### src/rtl/butterfly_pair_16bit.sv
// Pairs a serial 16-bit sample stream into (a, b) and emits registered a+b / a-b with frame tagging.
// Optional build macro BFLY_HALF_SCALE_EN: 17-bit sum/diff, result shifted right by one.
module butterfly_pair_16bit #(
    parameter int FRAME_PAIRS = 4
) (
    input  logic        clk,
    input  logic        rst,
    input  logic        in_valid,
    output logic        in_ready,
    input  logic [15:0] in_data,
    output logic        out_valid,
    input  logic        out_ready,
    output logic [15:0] out_sum,
    output logic [15:0] out_diff,
    output logic        out_last
);

    typedef enum logic {
        WAIT_A = 1'b0,
        HAVE_A = 1'b1
    } pair_state_t;

    localparam logic [15:0] LAST_IDX = 16'(FRAME_PAIRS - 1);

`ifdef BFLY_HALF_SCALE_EN
    function automatic logic [15:0] calc_sum(input logic [15:0] a, input logic [15:0] b);
        logic [16:0] t;
        t = {1'b0, a} + {1'b0, b};
        return t[16:1];
    endfunction

    function automatic logic [15:0] calc_diff(input logic [15:0] a, input logic [15:0] b);
        logic [16:0] t;
        t = {1'b0, a} - {1'b0, b};
        return t[16:1];
    endfunction
`else
    function automatic logic [15:0] calc_sum(input logic [15:0] a, input logic [15:0] b);
        return a + b;
    endfunction

    function automatic logic [15:0] calc_diff(input logic [15:0] a, input logic [15:0] b);
        return a - b;
    endfunction
`endif

    pair_state_t state_r;
    logic [15:0] a_r;
    logic [15:0] pair_idx_r;
    logic        out_valid_r;
    logic [15:0] sum_r;
    logic [15:0] diff_r;
    logic        last_r;

    logic        in_ready_s;
    logic        accept_s;
    logic        load_s;

    // Handshake decode: b may only enter when the output slot is free or draining.
    always_comb begin
        in_ready_s = (state_r == WAIT_A) | ~out_valid_r | out_ready;
        accept_s   = in_valid & in_ready_s;
        if (state_r == HAVE_A) begin
            load_s = accept_s;
        end else begin
            load_s = 1'b0;
        end
    end

    // Pair collection state and held a sample.
    always_ff @(posedge clk) begin
        if (rst) begin
            state_r <= WAIT_A;
            a_r     <= 16'h0000;
        end else begin
            case (state_r)
                WAIT_A: begin
                    if (accept_s) begin
                        a_r     <= in_data;
                        state_r <= HAVE_A;
                    end
                end
                HAVE_A: begin
                    if (accept_s) begin
                        state_r <= WAIT_A;
                    end
                end
                default: state_r <= WAIT_A;
            endcase
        end
    end

    // Output register and frame position; a load and a retire on one edge keep out_valid high.
    always_ff @(posedge clk) begin
        if (rst) begin
            out_valid_r <= 1'b0;
            sum_r       <= 16'h0000;
            diff_r      <= 16'h0000;
            last_r      <= 1'b0;
            pair_idx_r  <= 16'h0000;
        end else if (load_s) begin
            out_valid_r <= 1'b1;
            sum_r       <= calc_sum(a_r, in_data);
            diff_r      <= calc_diff(a_r, in_data);
            last_r      <= (pair_idx_r == LAST_IDX);
            if (pair_idx_r == LAST_IDX) begin
                pair_idx_r <= 16'h0000;
            end else begin
                pair_idx_r <= pair_idx_r + 16'h0001;
            end
        end else if (out_ready) begin
            out_valid_r <= 1'b0;
        end
    end

    assign in_ready  = in_ready_s;
    assign out_valid = out_valid_r;
    assign out_sum   = sum_r;
    assign out_diff  = diff_r;
    assign out_last  = last_r;

endmodule

### config.mk
export PLATFORM = sky130hd
export DESIGN_NAME = butterfly_pair_16bit
export DESIGN_NICKNAME = d
export VERILOG_FILES = /design/src/rtl/butterfly_pair_16bit.sv
export SDC_FILE = /design/constraint.sdc
export NUM_CORES = 1
export LEC_CHECK = 0
export CORE_UTILIZATION = 25
export DETAILED_ROUTE_END_ITERATION = 10
export PLACE_DENSITY = 0.46
export SLEW_MARGIN = 25
export SYNTH_ARGS = -nofsm -noshare
export SYNTH_HDL_FRONTEND = slang
export SYNTH_SLANG_ARGS = --single-unit
### constraint.sdc
create_clock -name clk -period 2.6 [get_ports clk]
set_clock_uncertainty 0.05 [all_clocks]
set_input_delay 0.26 -clock clk [delete_from_list [all_inputs] [get_ports clk]]
set_output_delay 0.26 -clock clk [all_outputs]
set_load 0.05 [all_outputs]
======== Word-level counts from Yosys, hierarchy flattened ========
Cells that the tools add are included.
operators by class
  add/sub/neg operators ................... 3
  reductions and logical operators ........ 2
  mux-type cells .......................... 7
  eq/ne operators ......................... 1
  bitwise operators ....................... 5
operators with widths
  operator               count
  $add 16x1->16 const B  1
  $add 16x16->16         1
  $eq 16x2->1 const B    1
  $mux 16                1
  $sub 16x16->16         1
  $mux 1                 5
  $not 1->1              2
  $or 1x1->1             2
  $pmux 1 s2             1
  $reduce_and 2->1       1
  $reduce_bool 2->1      1
  $and 1x1->1            1
storage, ports and cells
  register bits after elaboration ......... 67
  input port bits ......................... 20
  output and inout port bits .............. 35
  word-level logic and storage cells ...... 25

======== Longest topological paths before layout ========
  depth in word-level cells ............... 6
  mapped depth ............................ 11
  depth with buffers taken out ............ 10

======== Least setup slack after synthesis ========
No wires, ideal clock.
  path kind ............................... register -> register
  start ................................... reg out_valid_r, in the netlist out_valid
  end ..................................... reg pair_idx_r[15]
  path buffers ............................ 1
  setup time .............................. 128 ps
  stages on the path, launching flop included .. 12
  data required time ...................... 2422 ps
  arrival time ............................ 2425 ps
  clock period less this slack ............ 2603 ps
  setup slack ............................. -3 ps
  cell sequence ........................... dfxtp_1 -> nor2b_1 -> nand2_1 -> and2_1 -> ha_1 -> buf_2 -> nand3_1 -> nor3_1 -> nor2b_1 -> nand3_1 -> xor2_1 -> nor2_1
on the way
  longest elaborated chain between the ends .. 5
RTL lines
  element                  line  text
  start, declared          50    logic out_valid_r;
  start signal, assigned   96    out_valid_r <= 1'b0;
  start signal, assigned   102   out_valid_r <= 1'b1;
  start signal, assigned   112   out_valid_r <= 1'b0;
  $not 1->1                61    in_ready_s = (state_r == WAIT_A) | ~out_valid_r | out_ready;
  $or 1x1->1 (2 in a row)  61
  via in_ready             9     output logic in_ready,
  $and 1x1->1              62    accept_s = in_valid & in_ready_s;
  $mux 1                   63    if (state_r == HAVE_A) begin
  via load_s               57    logic load_s;
  end signal, assigned     109   pair_idx_r <= pair_idx_r + 16'h0001;
  end, declared            49    logic [15:0] pair_idx_r;
The timed path passes the listed nets, and every way through them passes these cells.
A chain may end at the register's enable or synchronous reset.

======== Worst setup path in the final report ========
  start ................................... in in_data[0]
  end ..................................... reg sum_r[12], in the netlist out_sum[12]
on the way
  longest elaborated chain between the ends .. 1
RTL lines
  element               line  text
  start, declared       10    input logic [15:0] in_data,
  $add 16x16->16        39    return a + b;
  end signal, assigned  103   sum_r <= calc_sum(a_r, in_data);
  end, declared         51    logic [15:0] sum_r;
Every way passes these cells.

==> results.sh <==
export IMPL_outcome="finished, final reports clean"
export IMPL_rsz0062_at_grt="no"
export IMPL_avgSynthCellArea_um2=8.329
export IMPL_rrSetupSlack_ns=0.26
export IMPL_cts_hold_buf=0
export IMPL_hold_viol_final=0
export IMPL_critPathCapture="out_sum[12]"
export IMPL_dieWidth_um=129.4
export IMPL_path_delay_family="adder cells"
export IMPL_ios=55
export IMPL_syn_to_final_growth_pct=34.27
export IMPL_r2r_start="a_r[0]"
export IMPL_synthFlopType="dfxtp_1"
export IMPL_maxSlewHeadroom=0.5600
export IMPL_rr_worst_depth=9
export IMPL_worst_ep_required_time_ns=2.76
export IMPL_grt_pass1_vias=3640
export IMPL_utilization=0.3429
export IMPL_path_clk_slew_ns=0.05
export IMPL_core_area_mm2=0.01589
export IMPL_syn_inst=487
export IMPL_fin_crit_sh=0.9209
export IMPL_worstSkewPairLatency_ns=0.33
export IMPL_p_per_area_mw_per_mm2=579.7
export IMPL_hpwlAfterDp_um=8614
export IMPL_grt_max_degree=52
export IMPL_cts_buffer_depth=2
export IMPL_cts_resized=0
export IMPL_die_h_um=129.4
export IMPL_cpMaxStageDelayCell="clkdlybuf4s50_1"
export IMPL_critPathLaunch="in_data[0]"
export IMPL_num_fill_cells=1709
export IMPL_cts_root_buf="clkbuf_16"
export IMPL_grt_pass1_wl_um=18320
export IMPL_layout_cells_most_common="nor2_1"
export IMPL_cpPeakStageDelay_ns=0.46
export IMPL_arrival_ns=2.55
export IMPL_path_max_fanout=3
export IMPL_synthArstFlopShare=0
export IMPL_setup_viol=0
export IMPL_synth_edff_count=0
export IMPL_antenna_found_initial=0
export IMPL_vias=3627
export IMPL_grt_util_all_layers=0.1415
export IMPL_port_buffers=54
export IMPL_totalWireLength_um=11030
export IMPL_regArea_mm2=0.001321
export IMPL_synthesis_nets=542
export IMPL_final_nets=632
export IMPL_p_leak_uw=0.002225
export IMPL_slew_violations=0
export IMPL_r2r_end="out_diff[14]"
export IMPL_die_area_mm2=0.01674
export IMPL_path_class="in -> reg"
export IMPL_period_needed_ns=2.394
export IMPL_remaining_drc_errors=0
export IMPL_rows=46
export IMPL_ys_warn_count=0
export IMPL_overflow=0
export IMPL_drv_cap=0
export IMPL_htreeDepth=3
export IMPL_final_area_mm2=0.005446
export IMPL_avgViaCountPerCell=4.557
export IMPL_layout_common_cells="nor2_1, dfxtp_1, clkdlybuf4s50_1"
export IMPL_place_area_mm2=0.005154
export IMPL_multi_input_area_mm2=0.002525
export IMPL_cts_setup_buffers=0
export IMPL_timing_fmax_ghz=0.4176
export IMPL_fin_setup_tns_ns=0
export IMPL_start_kind="input pin"
export IMPL_drt_first_pass_iters=4
export IMPL_finalHoldWorstSlack_ns=0.3033
export IMPL_path_buf_inv=1
export IMPL_worst_path_stages=9
export IMPL_total_power_uw=3158
export IMPL_antenna_cells=0
export IMPL_wire_per_inst_um=13.86
export IMPL_start_util=0.2554
export IMPL_min_path_type="in -> reg"
export IMPL_drtIter0Drc=171
export IMPL_peakVddDrop_uv=319.9
export IMPL_cts_tree="done"
export IMPL_netlist_area_mm2=0.004056
export IMPL_drive_gt1_frac=0.1379
export IMPL_ant_nets=0
export IMPL_synthDistinctLibCells=60
export IMPL_numCtsBuffers=9
export IMPL_ys_ff_latch=66
export IMPL_tightest_slew_ns=0.6543
export IMPL_end_kind="flip-flop"
export IMPL_cts_sinks=66
export IMPL_yosysSeqAreaShare=0.3257
export IMPL_gp_congestion=0.8352
export IMPL_path_cells="clkdlybuf4s50_1 > ha_1 > fa_1 > nor2b_1 > o311ai_2 > a21oi_1 > or3b_1 > xnor2_1 > o21ai_0"
-- cell usage after synthesis (2+ instances only) --
master / instances / area share
nor2_1: 77 / 0.071
dfxtp_1: 66 / 0.33
ha_1: 33 / 0.10
nand2_1: 32 / 0.030
inv_1: 28 / 0.026
a21oi_1: 26 / 0.032
xnor2_1: 23 / 0.050
mux2i_1: 22 / 0.054
a211oi_1: 15 / 0.028
nand3_1: 12 / 0.015
nor2b_1: 12 / 0.019
o21ai_0: 12 / 0.015
xor2_1: 11 / 0.024
clkbuf_1: 10 / 0.0093
buf_2: 8 / 0.0099
nand4_1: 8 / 0.012
nand2b_1: 7 / 0.011
nor3_1: 7 / 0.0086
o31ai_1: 7 / 0.013
nor4_1: 6 / 0.0093
buf_1: 5 / 0.0046
o211ai_1: 5 / 0.0093
o21a_1: 5 / 0.0093
a21o_1: 3 / 0.0056
and2_1: 3 / 0.0046
o21bai_1: 3 / 0.0056
o22ai_1: 3 / 0.0046
or3_1: 3 / 0.0046
a21oi_2: 2 / 0.0043
a311oi_1: 2 / 0.0043
fa_1: 2 / 0.0099
-- cells by family (layout without fill, tap and decap cells) --
kind of cell,Yosys count,count (layout),share of synthesized area
mux,22,22,0.05429
fa+ha+maj,35,35,0.1117
simple gates,178,178,0.2094
xor+xnor,34,34,0.07341
buf+inv,53,146,0.05244
compound gates,99,99,0.1730
flops,66,66,0.3257
-- layer usage --
metal	global-route usage	share of wire
met2	0.2287	0.47
met5	0	0
met4	0.04913	0.015
met1	0.1846	0.48
met3	0.03220	0.034
-- where the power goes --
group / switching (µW) / internal [µW] / total, µW
logic: 481 / 353 / 834
registers: 41.0 / 1070 / 1110
clock network: 434 / 780 / 1210
-- worst register-to-register path, stage by stage, from the launching register on --
cell and delay (ns):
dfxtp_1 0.36, inv_1 0.06, ha_1 0.21, fa_1 0.45
nor2b_4 0.15, o31a_4 0.14, o31ai_1 0.08, nor2b_1 0.17
or4_1 0.52, nand3_1 0.10
-- stage by stage --
stage	setup slack, ns	cells
global placement	-0.1279	782
global route	0.09124	796
finish	0.2056	796
CTS	0.1971	796
detailed placement	-0.1614	782
floorplan	0.1445	487
-- flip-flops by register name (all words and copies together) (netlist names) --
name,flops
out_sum,16
state_r,1
out_last,1
a_r,16
out_valid,1
pair_idx_r,16
out_diff,15
-- cell type report --
| class | count | area share |
|---|---|---|
| clock buffers | 11 | 0.04640 |
| clock inverters | 3 | 0.007351 |
| inverters | 29 | 0.01999 |
| multi-input cells | 368 | 0.4636 |
| flip-flops and latches | 66 | 0.2426 |
| well taps | 216 | 0.04962 |
| repair buffers | 103 | 0.1705 |
-- how the worst min path moves through the flow --
stage / start / to / slack (ns) / cells past startpoint
6_report: rst / out_diff[13] / 0.30 / 4
5_1_grt: rst / out_sum[13] / 0.32 / 4
4_1_cts: rst / out_diff[13] / 0.29 / 4
3_5_place_dp: out_diff[12] / out_diff[12] / 0.39 / 2
3_3_place_gp: out_diff[12] / out_diff[12] / 0.40 / 2
2_1_floorplan: in_data[10] / a_r[10] / 0.36 / 2
(Power assumes the default switching activity.)
